**config.mk**
```make
export PLATFORM = sky130hd
export DESIGN_NAME = mem_access_unit_flat
export DESIGN_NICKNAME = d
export VERILOG_FILES = /design/src/rtl/mau_pkg.sv /design/src/rtl/mem_access_unit_if.sv /design/src/rtl/mem_access_unit.sv /design/src/flat_wrapper.sv
export SDC_FILE = /design/constraint.sdc
export NUM_CORES = 1
export LEC_CHECK = 0
export ABC_AREA = 0
export BUFFER_PORTS_ARGS = -buffer_cell sky130_fd_sc_hd__buf_2
export CORE_MARGIN = 8
export CORE_UTILIZATION = 25
export DETAILED_ROUTE_END_ITERATION = 12
export MAX_ROUTING_LAYER = met4
export SLEW_MARGIN = 20
export SYNTH_ARGS = -nofsm -noshare
export SYNTH_HDL_FRONTEND = slang
export SYNTH_SLANG_ARGS = --single-unit
```
**constraint.sdc**
```tcl
create_clock -name CLK -period 3.7 [get_ports CLK]
set_input_delay 0.555 -clock CLK [delete_from_list [all_inputs] [get_ports CLK]]
set_output_delay 0.555 -clock CLK [all_outputs]
set_load 0.01 [all_outputs]
```
**src/rtl/mau_pkg.sv**
```systemverilog
// Shared types and constants for the MEM-stage access unit.
package mau_pkg;

    typedef enum logic [1:0] {
        StIdle,
        StWrite,
        StRead,
        StResp
    } mau_state_t;

    localparam logic [15:0] MEM_REGION_MAX   = 16'h0002;
    localparam logic [31:0] REGION0_BASE     = 32'h0000_0000;
    localparam logic [31:0] REGION1_BASE     = 32'h0001_0000;
    localparam logic [31:0] REGION2_BASE     = 32'h0002_0000;
    localparam int unsigned DEFAULT_READ_LAT = 2;

    // Upper half of a word address selects the region; anything above the last one faults.
    function automatic logic addr_faults(input logic [31:0] addr);
        return addr[31:16] > MEM_REGION_MAX;
    endfunction

endpackage

```
**src/rtl/mem_access_unit_if.sv**
```systemverilog
// Pipeline request/response and data-memory-manager signals of the access unit.
// Signal suffixes are from the unit's point of view (slave modport).
interface mem_access_unit_if #(
    parameter int unsigned ADDR_W = 32,
    parameter int unsigned DATA_W = 32
);
    logic              req_valid_i;
    logic              req_ready_o;
    logic              req_we_i;
    logic [ADDR_W-1:0] req_addr_i;
    logic [DATA_W-1:0] req_wdata_i;
    logic              resp_valid_o;
    logic [DATA_W-1:0] resp_rdata_o;
    logic              resp_err_o;
    logic [ADDR_W-1:0] mem_address_o;
    logic [DATA_W-1:0] mem_data_o;
    logic              mem_wren_o;
    logic [DATA_W-1:0] mem_data_i;

    modport slave (
        input  req_valid_i, req_we_i, req_addr_i, req_wdata_i, mem_data_i,
        output req_ready_o, resp_valid_o, resp_rdata_o, resp_err_o,
        output mem_address_o, mem_data_o, mem_wren_o
    );

    modport master (
        output req_valid_i, req_we_i, req_addr_i, req_wdata_i, mem_data_i,
        input  req_ready_o, resp_valid_o, resp_rdata_o, resp_err_o,
        input  mem_address_o, mem_data_o, mem_wren_o
    );
endinterface

```
**src/rtl/mem_access_unit.sv**
```systemverilog
// MEM-stage front end: one load/store at a time into the data memory manager.
// Optional address range fault checking is enabled by defining MAU_RANGE_CHECK_EN.
module mem_access_unit
    import mau_pkg::*;
#(
    parameter int unsigned ADDR_W   = 32,
    parameter int unsigned DATA_W   = 32,
    parameter int unsigned READ_LAT = DEFAULT_READ_LAT
) (
    input logic             CLK,
    input logic             RST,
    mem_access_unit_if.slave bus
);

    mau_state_t        r_state;
    mau_state_t        w_state_next;
    logic              r_we;
    logic [ADDR_W-1:0] r_addr;
    logic [DATA_W-1:0] r_wdata;
    logic [DATA_W-1:0] r_rdata;
    logic [2:0]        r_lat_cnt;
    logic              w_accept;
    logic              w_last_beat;
    logic              w_fault;
    logic              w_err;

    assign w_accept    = bus.req_valid_i && (r_state == StIdle);
    assign w_last_beat = (r_lat_cnt == 3'(READ_LAT - 1));

`ifdef MAU_RANGE_CHECK_EN
    logic r_err;

    assign w_fault = addr_faults(bus.req_addr_i);
    assign w_err   = r_err;

    always_ff @(posedge CLK or posedge RST) begin
        if (RST) begin
            r_err <= 1'b0;
        end else if (w_accept) begin
            r_err <= w_fault;
        end
    end
`else
    assign w_fault = 1'b0;
    assign w_err   = 1'b0;
`endif

    always_ff @(posedge CLK or posedge RST) begin
        if (RST) begin
            r_state <= StIdle;
        end else begin
            r_state <= w_state_next;
        end
    end

    always_comb begin
        w_state_next = r_state;
        unique case (r_state)
            StIdle: begin
                if (w_accept) begin
                    if (w_fault) begin
                        w_state_next = StResp;
                    end else if (bus.req_we_i) begin
                        w_state_next = StWrite;
                    end else begin
                        w_state_next = StRead;
                    end
                end
            end
            StWrite: w_state_next = StIdle;
            StRead:  if (w_last_beat) w_state_next = StResp;
            StResp:  w_state_next = StIdle;
            default: w_state_next = StIdle;
        endcase
    end

    // Latches are only reloaded on accept, so the manager sees a stable address throughout.
    always_ff @(posedge CLK or posedge RST) begin
        if (RST) begin
            r_we      <= 1'b0;
            r_addr    <= '0;
            r_wdata   <= '0;
            r_rdata   <= '0;
            r_lat_cnt <= '0;
        end else begin
            if (w_accept) begin
                r_we      <= bus.req_we_i;
                r_addr    <= bus.req_addr_i;
                r_wdata   <= bus.req_wdata_i;
                r_lat_cnt <= '0;
            end
            if (r_state == StRead) begin
                r_lat_cnt <= r_lat_cnt + 3'd1;
                if (w_last_beat) begin
                    r_rdata <= bus.mem_data_i;
                end
            end
        end
    end

    assign bus.req_ready_o   = (r_state == StIdle);
    assign bus.mem_wren_o    = (r_state == StWrite) && r_we;
    assign bus.mem_address_o = r_addr;
    assign bus.mem_data_o    = r_wdata;
    assign bus.resp_valid_o  = (r_state == StWrite) || (r_state == StResp);
    assign bus.resp_rdata_o  = ((r_state == StResp) && !w_err) ? r_rdata : '0;
    assign bus.resp_err_o    = (r_state == StResp) && w_err;

endmodule
```
**src/flat_wrapper.sv**
```systemverilog
// flat-port wrapper written by rule: the top's interface ports become plain ports
module mem_access_unit_flat import mau_pkg::*;
#(
    parameter int unsigned ADDR_W   = 32,
    parameter int unsigned DATA_W   = 32,
    parameter int unsigned READ_LAT = DEFAULT_READ_LAT
)
  (CLK, RST, bus_req_valid_i, bus_req_we_i, bus_req_addr_i, bus_req_wdata_i, bus_mem_data_i, bus_req_ready_o, bus_resp_valid_o, bus_resp_rdata_o, bus_resp_err_o, bus_mem_address_o, bus_mem_data_o, bus_mem_wren_o);
  mem_access_unit_if #(.ADDR_W(ADDR_W), .DATA_W(DATA_W)) bus_i ();
  input logic CLK;
  input logic RST;
  input wire logic [$bits(bus_i.req_valid_i)-1:0] bus_req_valid_i;
  input wire logic [$bits(bus_i.req_we_i)-1:0] bus_req_we_i;
  input wire logic [$bits(bus_i.req_addr_i)-1:0] bus_req_addr_i;
  input wire logic [$bits(bus_i.req_wdata_i)-1:0] bus_req_wdata_i;
  input wire logic [$bits(bus_i.mem_data_i)-1:0] bus_mem_data_i;
  output wire logic [$bits(bus_i.req_ready_o)-1:0] bus_req_ready_o;
  output wire logic [$bits(bus_i.resp_valid_o)-1:0] bus_resp_valid_o;
  output wire logic [$bits(bus_i.resp_rdata_o)-1:0] bus_resp_rdata_o;
  output wire logic [$bits(bus_i.resp_err_o)-1:0] bus_resp_err_o;
  output wire logic [$bits(bus_i.mem_address_o)-1:0] bus_mem_address_o;
  output wire logic [$bits(bus_i.mem_data_o)-1:0] bus_mem_data_o;
  output wire logic [$bits(bus_i.mem_wren_o)-1:0] bus_mem_wren_o;
  assign bus_i.req_valid_i = bus_req_valid_i;
  assign bus_i.req_we_i = bus_req_we_i;
  assign bus_i.req_addr_i = bus_req_addr_i;
  assign bus_i.req_wdata_i = bus_req_wdata_i;
  assign bus_i.mem_data_i = bus_mem_data_i;
  assign bus_req_ready_o = bus_i.req_ready_o;
  assign bus_resp_valid_o = bus_i.resp_valid_o;
  assign bus_resp_rdata_o = bus_i.resp_rdata_o;
  assign bus_resp_err_o = bus_i.resp_err_o;
  assign bus_mem_address_o = bus_i.mem_address_o;
  assign bus_mem_data_o = bus_i.mem_data_o;
  assign bus_mem_wren_o = bus_i.mem_wren_o;
  mem_access_unit #(.ADDR_W(ADDR_W), .DATA_W(DATA_W), .READ_LAT(READ_LAT)) u_core (.CLK(CLK), .RST(RST), .bus(bus_i));
endmodule
```
== After elaboration in Yosys (flattened, before gate mapping) ==
Index checks and enable logic that the tools add are counted.

* $add $sub $neg: 1
* Eq/ne operators: 6
* Mux-type cells: 7
* Reduce and logical (&&, ||, !) cells: 8

{| class="wikitable"
|+ Operator list
! cell !! count
|-
| $mux 32 || 1
|-
| $mux 2 || 3
|-
| $mux 3 || 2
|-
| $pmux 2 s3 || 1
|-
| $eq 2x2->1 const B || 2
|-
| $ne 2x1->1 const B || 2
|-
| $reduce_and 2->1 || 2
|-
| $add 3x1->3 const B || 1
|-
| $eq 3x1->1 const B || 1
|-
| $eq 2x1->1 const B || 1
|-
| $logic_and 1x1->1 || 2
|-
| $logic_not 2->1 || 1
|-
| $reduce_bool 2->1 || 1
|-
| $reduce_or 2->1 || 1
|-
| $logic_or 1x1->1 || 1
|}

* Register bits: 102
* Input port bits: 100
* Output and inout bits: 100
* Word-level logic and storage cells: 28

== Longest topological paths before layout ==
Gate-level depths: netlist (run 1).

* Word-level depth: 4
* Gate-level depth with buffers: 6

== Worst setup path before layout (run 1) ==
No wires, ideal clock.

* Path kind: register to output
* Start point: reg u_core.r_state[0]
* End point: out bus_resp_rdata_o[12]
* Arrival: 1.104 ns
* Data required time: 3.145 ns
* Setup slack: 2.041 ns
* Stages on the path, launching flop included: 4
* Cell sequence: dfrtp_1 > clkbuf_1 > clkbuf_1 > and3_1

* Word-level cells in the longest chain between the ends: 2

{| class="wikitable"
|+ Ends and longest elaborated chain
! item !! RTL line !! text
|-
| start, declared || mem_access_unit.sv:15 || <nowiki>mau_state_t r_state;</nowiki>
|-
| start signal, assigned || mem_access_unit.sv:50 || <nowiki>r_state <= StIdle;</nowiki>
|-
| start signal, assigned || mem_access_unit.sv:52 || <nowiki>r_state <= w_state_next;</nowiki>
|-
| $eq 2x2->1 || mem_access_unit.sv:106 || <nowiki>assign bus.resp_rdata_o = ((r_state == StResp) && !w_err) ? r_rdata : '0;</nowiki>
|-
| $mux 32 || mem_access_unit.sv:106 ||
|-
| end, declared || flat_wrapper.sv:19 || <nowiki>output wire logic [$bits(bus_i.resp_rdata_o)-1:0] bus_resp_rdata_o;</nowiki>
|}

Every way passes these cells.

== Final worst setup path (run 1) ==
* Start point: reg u_core.r_state[1]
* End point: out bus_resp_rdata_o[20]

The elaborated chain is that of the path after synthesis.

==> impl_metrics.ini, run 1 <==
[timing]
layout_setup_ws_ns = 1.49
rsz0062_at_grt = no
timing.fmax_mhz = 452
setup_viol = 0
tightest_slew_ns = 0.825
hold_viol = 0
clock_skew_ns = 0.00934
fin_hold_ws_ns = 0.356
fin_setup_tns_ns = 0
max_slew_margin_pct = 45.0
min_period_ns = 2.21
report.final.slew_viol_count = 0
finalCritPeriodShare_pct = 59.7

[job]
cap_violations = 0

[logic_synthesis]
synth_top_area_cell = dfrtp_1
synthDistinctLibCells = 23
synth_top_family_by_area = multiplexers
synth-main-ff-cell = dfrtp_1
synth_area_leaders = dfrtp_1 59%, mux2_2 18%, mux2_4 10%
yosysSeqAreaShare_pct = 59.3
synth_common_cells = 102 x dfrtp_1, 67 x mux2_2, 33 x and3_1
synthArstFlopShare_pct = 100
syn_inst = 275
synth.top_cell.area_share_pct = 59.3
syn_avg_cell_area_um2 = 15.7
synth_seq_cells = 102
synth_compound_area_share_pct = 0.959
syn-num-nets = 377
synth_area_um2 = 4300
muxShareOfSynthArea_pct = 28.0
synthAdderAreaFrac_pct = 0.581
yosysWarnings = 0
synth_edf_count = 0
synth_most_common_cell = dfrtp_1
synthXorXnorAreaFrac_pct = 0
synthSimpleGateAreaFrac_pct = 6.69

[setup_path]
cp_max_fo = 33
worstSetupPathType = register to output port
crit_chain = buf_4 -> and3_1 -> buf_2
crit_path_max_incr_delay_ns = 0.59
crit_required_ns = 3.14
cp_slowest_cell = dfrtp_1
worst-endpoint-arrival_ns = 1.66
end_kind = output port
start_kind = register
critPathTopFamily = flip-flops
cp.buffers_inverters = 2

[cells_and_area]
syn_to_final_growth_pct = 34.7
area.sequential_um2 = 2550
utilization_pct = 34.0
final_nets = 569
antenna_cells = 0
multiInputGateArea_um2 = 1580
final_area_um2 = 5800
nFillCells = 1700
layout-drive-gt1-share_pct = 67.6
instances_no_fill = 697

[floorplan]
fp-row-count = 48
die_w_um = 147
start_util_pct = 25.2
fp.dieH_um = 147
die_area_um2 = 21700
core-area_um2 = 17100
num_io_pins = 200

[clocking]
clock_sinks = 102
clkLatencyLatePin_ns = 0.34
cts_resized = 0
cts_tree = done
cts_hold_buf = 0
clk_pin_slew_ns = 0.07
cts_setup_buffers = 0
cts_buffer_depth = 2
clock-root-buffer = clkbuf_16
cts_max_level = 3
numCtsBuffers = 9

[global_routing]
antenna_found_initial = 0
grt_overflow_total = 0
grt_busiest_layer = met2
grt_use_met1_pct = 12.0
grt_pass1_vias = 3311
grt_use_total_pct = 10.3
grt_pass1_wl_mm = 17.5
grtUsageMet3_pct = 3.57
grt_start_max_net_pins = 87
met2_usage_pct = 15.9

[place]
place_area_um2 = 5470
routabilityCongestion = 0.751
io_buffers = 198
pre_cts_ws_ns = 1.25
hpwl_mm = 8.16
placed_cells = 681

[power_and_ir_drop]
p_sw_share_pct = 32.2
power.internal_mw = 3.46
seqPwrFrac_pct = 40.1
p_clk_share_pct = 20.3
cellLeakagePower_nw = 2.97
switching_power_mw = 1.64
finalPower_mw = 5.10
power_frac_comb_pct = 39.6
p_per_area_nw_per_um2 = 880
peakVddDrop_v = 0.000286

[routing]
postRouteAntennaNets = 0
via_per_inst = 4.19
dr.pass1.iters = 4
drtIter0Drc = 98
wl_mm = 10.8
wl_per_cell_um = 15.5
vias = 2921
drc = 0

[run_status]
status = finished, final reports clean

[hold_path]
hold_path.class = primary input to asynchronous set/reset pin
## final cells by class
type | instances | area share [%]
clock buffers | 10 | 4.12
clock inverters | 6 | 1.57
inverters | 3 | 0.280
multi-input cells | 149 | 27.3
flip-flops and latches | 102 | 44.0
well taps | 225 | 4.85
repair buffers | 202 | 17.8
## sequential cells by signal (all words and copies together), names as in the netlist
name	cells
u_core.bus.mem_address_o	32
u_core.bus.mem_data_o	32
u_core.r_lat_cnt	3
u_core.r_rdata	32
u_core.r_state	2
u_core.r_we	1
## final timing paths
| kind | to | slack [ns] | cells past startpoint | startpoint |
|---|---|---|---|---|
| max | bus_resp_rdata_o[20] | 1.49 | 3 | u_core.r_state[1]$_DFFE_PP0P_ |
| min | u_core.bus.mem_data_o[13]$_DFFE_PP0P_ | 0.36 | 2 | RST |
| max reg2reg | u_core.bus.mem_address_o[13]$_DFFE_PP0P_ | 1.54 | 3 | u_core.r_state[0]$_DFFE_PP0P_ |
| min reg2reg | u_core.bus.mem_address_o[14]$_DFFE_PP0P_ | 0.50 | 1 | u_core.bus.mem_address_o[14]$_DFFE_PP0P_ |
| max in group asynchronous | u_core.bus.mem_address_o[24]$_DFFE_PP0P_ | 2.61 | 3 | RST |
| min in group CLK | u_core.bus.mem_data_o[8]$_DFFE_PP0P_ | 0.43 | 2 | bus_req_wdata_i[8] |
## metal layers
layer | share of wire, % | routed length [um] | vias up
li1 | - | - | 1350
met1 | 44 | 4750 | 1429
met2 | 47 | 5070 | 130
met3 | 7.2 | 772 | 12
met4 | 1.7 | 186 | 0
met5 | 0 | 0 | -
## power by group through the flow
stage / logic, mW / registers, mW / clock network, mW
floorplan: 1.28 / 2.13 / 0
global placement: 2.02 / 2.04 / 0
detailed placement: 2.08 / 2.07 / 0
CTS: 2.07 / 2.06 / 1.08
global route: 2.20 / 2.14 / 1.12
finish: 2.02 / 2.05 / 1.04
## cell usage in the layout, fill, tap and decap left out, types with 2 or more instances in the layout
| cell type | instances |
|---|---|
| buf_2 | 198 |
| dfrtp_1 | 101 |
| mux2_2 | 67 |
| and3_1 | 33 |
| mux2_4 | 30 |
| clkbuf_16 | 9 |
| inv_6 | 3 |
| buf_4 | 3 |
| nand3b_1 | 2 |
| a21oi_1 | 2 |
| nor3b_1 | 2 |
| a21o_1 | 2 |
| inv_1 | 2 |
| ha_1 | 2 |
| bufinv_16 | 2 |
## cells by family after synthesis
family / after synthesis
AND/OR/NAND/NOR: 43
flip-flops: 102
other: 1
buffers and inverters: 24
adder cells (fa/ha/maj): 2
multiplexers: 97
AO/OA/AOI/OAI: 6
Power figures use the tool's default switching activity.
==> run 2, diff against run 1 <==
==> constraint.sdc (replaced) <==
create_clock -name CLK -period 2.2 [get_ports CLK]
set_input_delay 0.33 -clock CLK [delete_from_list [all_inputs] [get_ports CLK]]
set_output_delay 0.33 -clock CLK [all_outputs]
set_load 0.01 [all_outputs]
==> run 2 against run 1 <==
Against the previous run:
- global-route usage rose by 0.21 points
- cell area rose by 0.19%
- total power rose by 65%
- wire length rose by 2.7%
- sequential power rose by 64%
- largest cell class unchanged
- critical path type unchanged
==> impl_metrics.ini, run 2 (same netlist as run 1, synthesis figures left out) <==
[clocking]
cts_setup_buffers = 0
cts_hold_buf = 0
cts_buffer_depth = 2
clock_sinks = 102
clock-root-buffer = clkbuf_16
cts_tree = done
cts_resized = 0
cts_max_level = 3
clk_pin_slew_ns = 0.07
clkLatencyLatePin_ns = 0.35
numCtsBuffers = 9

[global_routing]
grt_pass1_vias = 3269
grt_start_max_net_pins = 57
grt_overflow_total = 0
antenna_found_initial = 0
grt_pass1_wl_mm = 17.6
grt_use_total_pct = 10.5

[cells_and_area]
utilization_pct = 34.1
final_nets = 574
antenna_cells = 0
final_cell_mix = 198 x buf_2, 102 x dfrtp_1, 67 x mux2_2
layout-drive-gt1-share_pct = 67.7
syn_to_final_growth_pct = 35.0
mostFrequentLayoutCell = buf_2
nFillCells = 1725

[job]
cap_violations = 0

[setup_path]
start_kind = register
worstSetupPathType = register to output port
timing.rr.start = u_core.r_lat_cnt[1]$_DFFE_PP0P_
rr_worst_depth = 5
cp_max_fo = 40
crit_required_ns = 1.87
r2r_setup_slack_ns = 0.43
worst_r2r_endpoint = u_core.r_rdata[17]$_DFFE_PP0P_
worst-endpoint-arrival_ns = 1.56
end_kind = output port

[timing]
hold_viol = 0
finalCritPeriodShare_pct = 85.8
rsz0062_at_grt = no
layout_setup_ws_ns = 0.312
min_period_ns = 1.89
tightest_slew_ns = 0.776
fin_setup_tns_ns = 0
setup_viol = 0
report.final.slew_viol_count = 0
clock_skew_ns = 0.0107
timing.fmax_mhz = 530
max_slew_margin_pct = 48.2

[routing]
wl_mm = 11.1
dr.pass1.iters = 4
vias = 2927
wl_per_cell_um = 15.8
postRouteAntennaNets = 0
drtIter0Drc = 69
via_per_inst = 4.17
drc = 0

[power_and_ir_drop]
p_per_area_nw_per_um2 = 1450
cellLeakagePower_nw = 2.97
peakVddDrop_v = 0.000454

[place]
hpwl_mm = 8.47
pre_cts_ws_ns = 0.449
routabilityCongestion = 0.753
io_buffers = 198

[floorplan]
die_area_um2 = 21700
core-area_um2 = 17100
fp.dieH_um = 147
fp-row-count = 48
die_w_um = 147
num_io_pins = 200
start_util_pct = 25.2

[run_status]
status = finished, final reports clean

[hold_path]
hold_path.class = primary input to asynchronous set/reset pin
[run 2: cell count changes in the layout (fill, tap and decap cells not counted), sizes merged]
cell | before | now
clkbuf | 10 | 9
bufinv | 2 | 0
clkinvlp | 0 | 4
buf | 202 | 207
inv | 5 | 4
[run 2: worst max-delay path: stages (launching register included)]
cell	delay [ns]
dfrtp_1	0.46
buf_4	0.37
and3_1	0.23
buf_2	0.14
[run 2: cell type report]
| cell class | instances | area (um^2) | area share (%) |
|---|---|---|---|
| Tap cell | 225 | 282 | 4.84 |
| Inverter | 3 | 15.0 | 0.258 |
| Clock inverter | 7 | 56.3 | 0.969 |
| Clock buffer | 9 | 225 | 3.88 |
| Multi-Input combinational cell | 149 | 1580 | 27.3 |
| Sequential cell | 102 | 2550 | 43.9 |
| Timing Repair Buffer | 207 | 1100 | 18.9 |
[run 2: routing by layer]
layer	GRT usage [%]	part of all wire, %
met5	-	0
met4	4.33	1.9
met3	3.57	7.9
met2	16.9	48
met1	11.8	42
[run 2: where the power goes]
group	total [mW]	internal [mW]	switching, mW
clock	1.50	0.779	0.720
sequential	3.36	2.84	0.514
combinational	3.57	1.99	1.58
total	8.43	5.61	2.82
[run 2: how the worst max path moves through the flow]
stage / startpoint / end / slack, ns / cells past startpoint
final: u_core.r_state[0]$_DFFE_PP0P_ / bus_resp_rdata_o[22] / 0.31 / 3
after global routing: u_core.r_state[0]$_DFFE_PP0P_ / bus_resp_rdata_o[6] / 0.21 / 3
after CTS: u_core.r_state[0]$_DFFE_PP0P_ / bus_resp_rdata_o[30] / 0.26 / 3
after detailed placement: u_core.r_lat_cnt[1]$_DFFE_PP0P_ / u_core.r_rdata[17]$_DFFE_PP0P_ / 0.45 / 5
after global placement: u_core.r_lat_cnt[1]$_DFFE_PP0P_ / u_core.r_rdata[17]$_DFFE_PP0P_ / 0.49 / 5
after floorplan: u_core.r_lat_cnt[1]$_DFFE_PP0P_ / u_core.r_rdata[0]$_DFFE_PP0P_ / 0.62 / 6
[run 2: per-stage QoR]
step	instance area [um^2]	total power [mW]	std cells	hold WS, ns
final	5810	8.43	702	0.124
after global routing	5810	9.01	702	0.186
after CTS	5810	8.61	702	0.144
after detailed placement	5530	7.06	686	0.486
after global placement	5530	6.89	686	0.483
after floorplan	4310	5.75	275	0.473
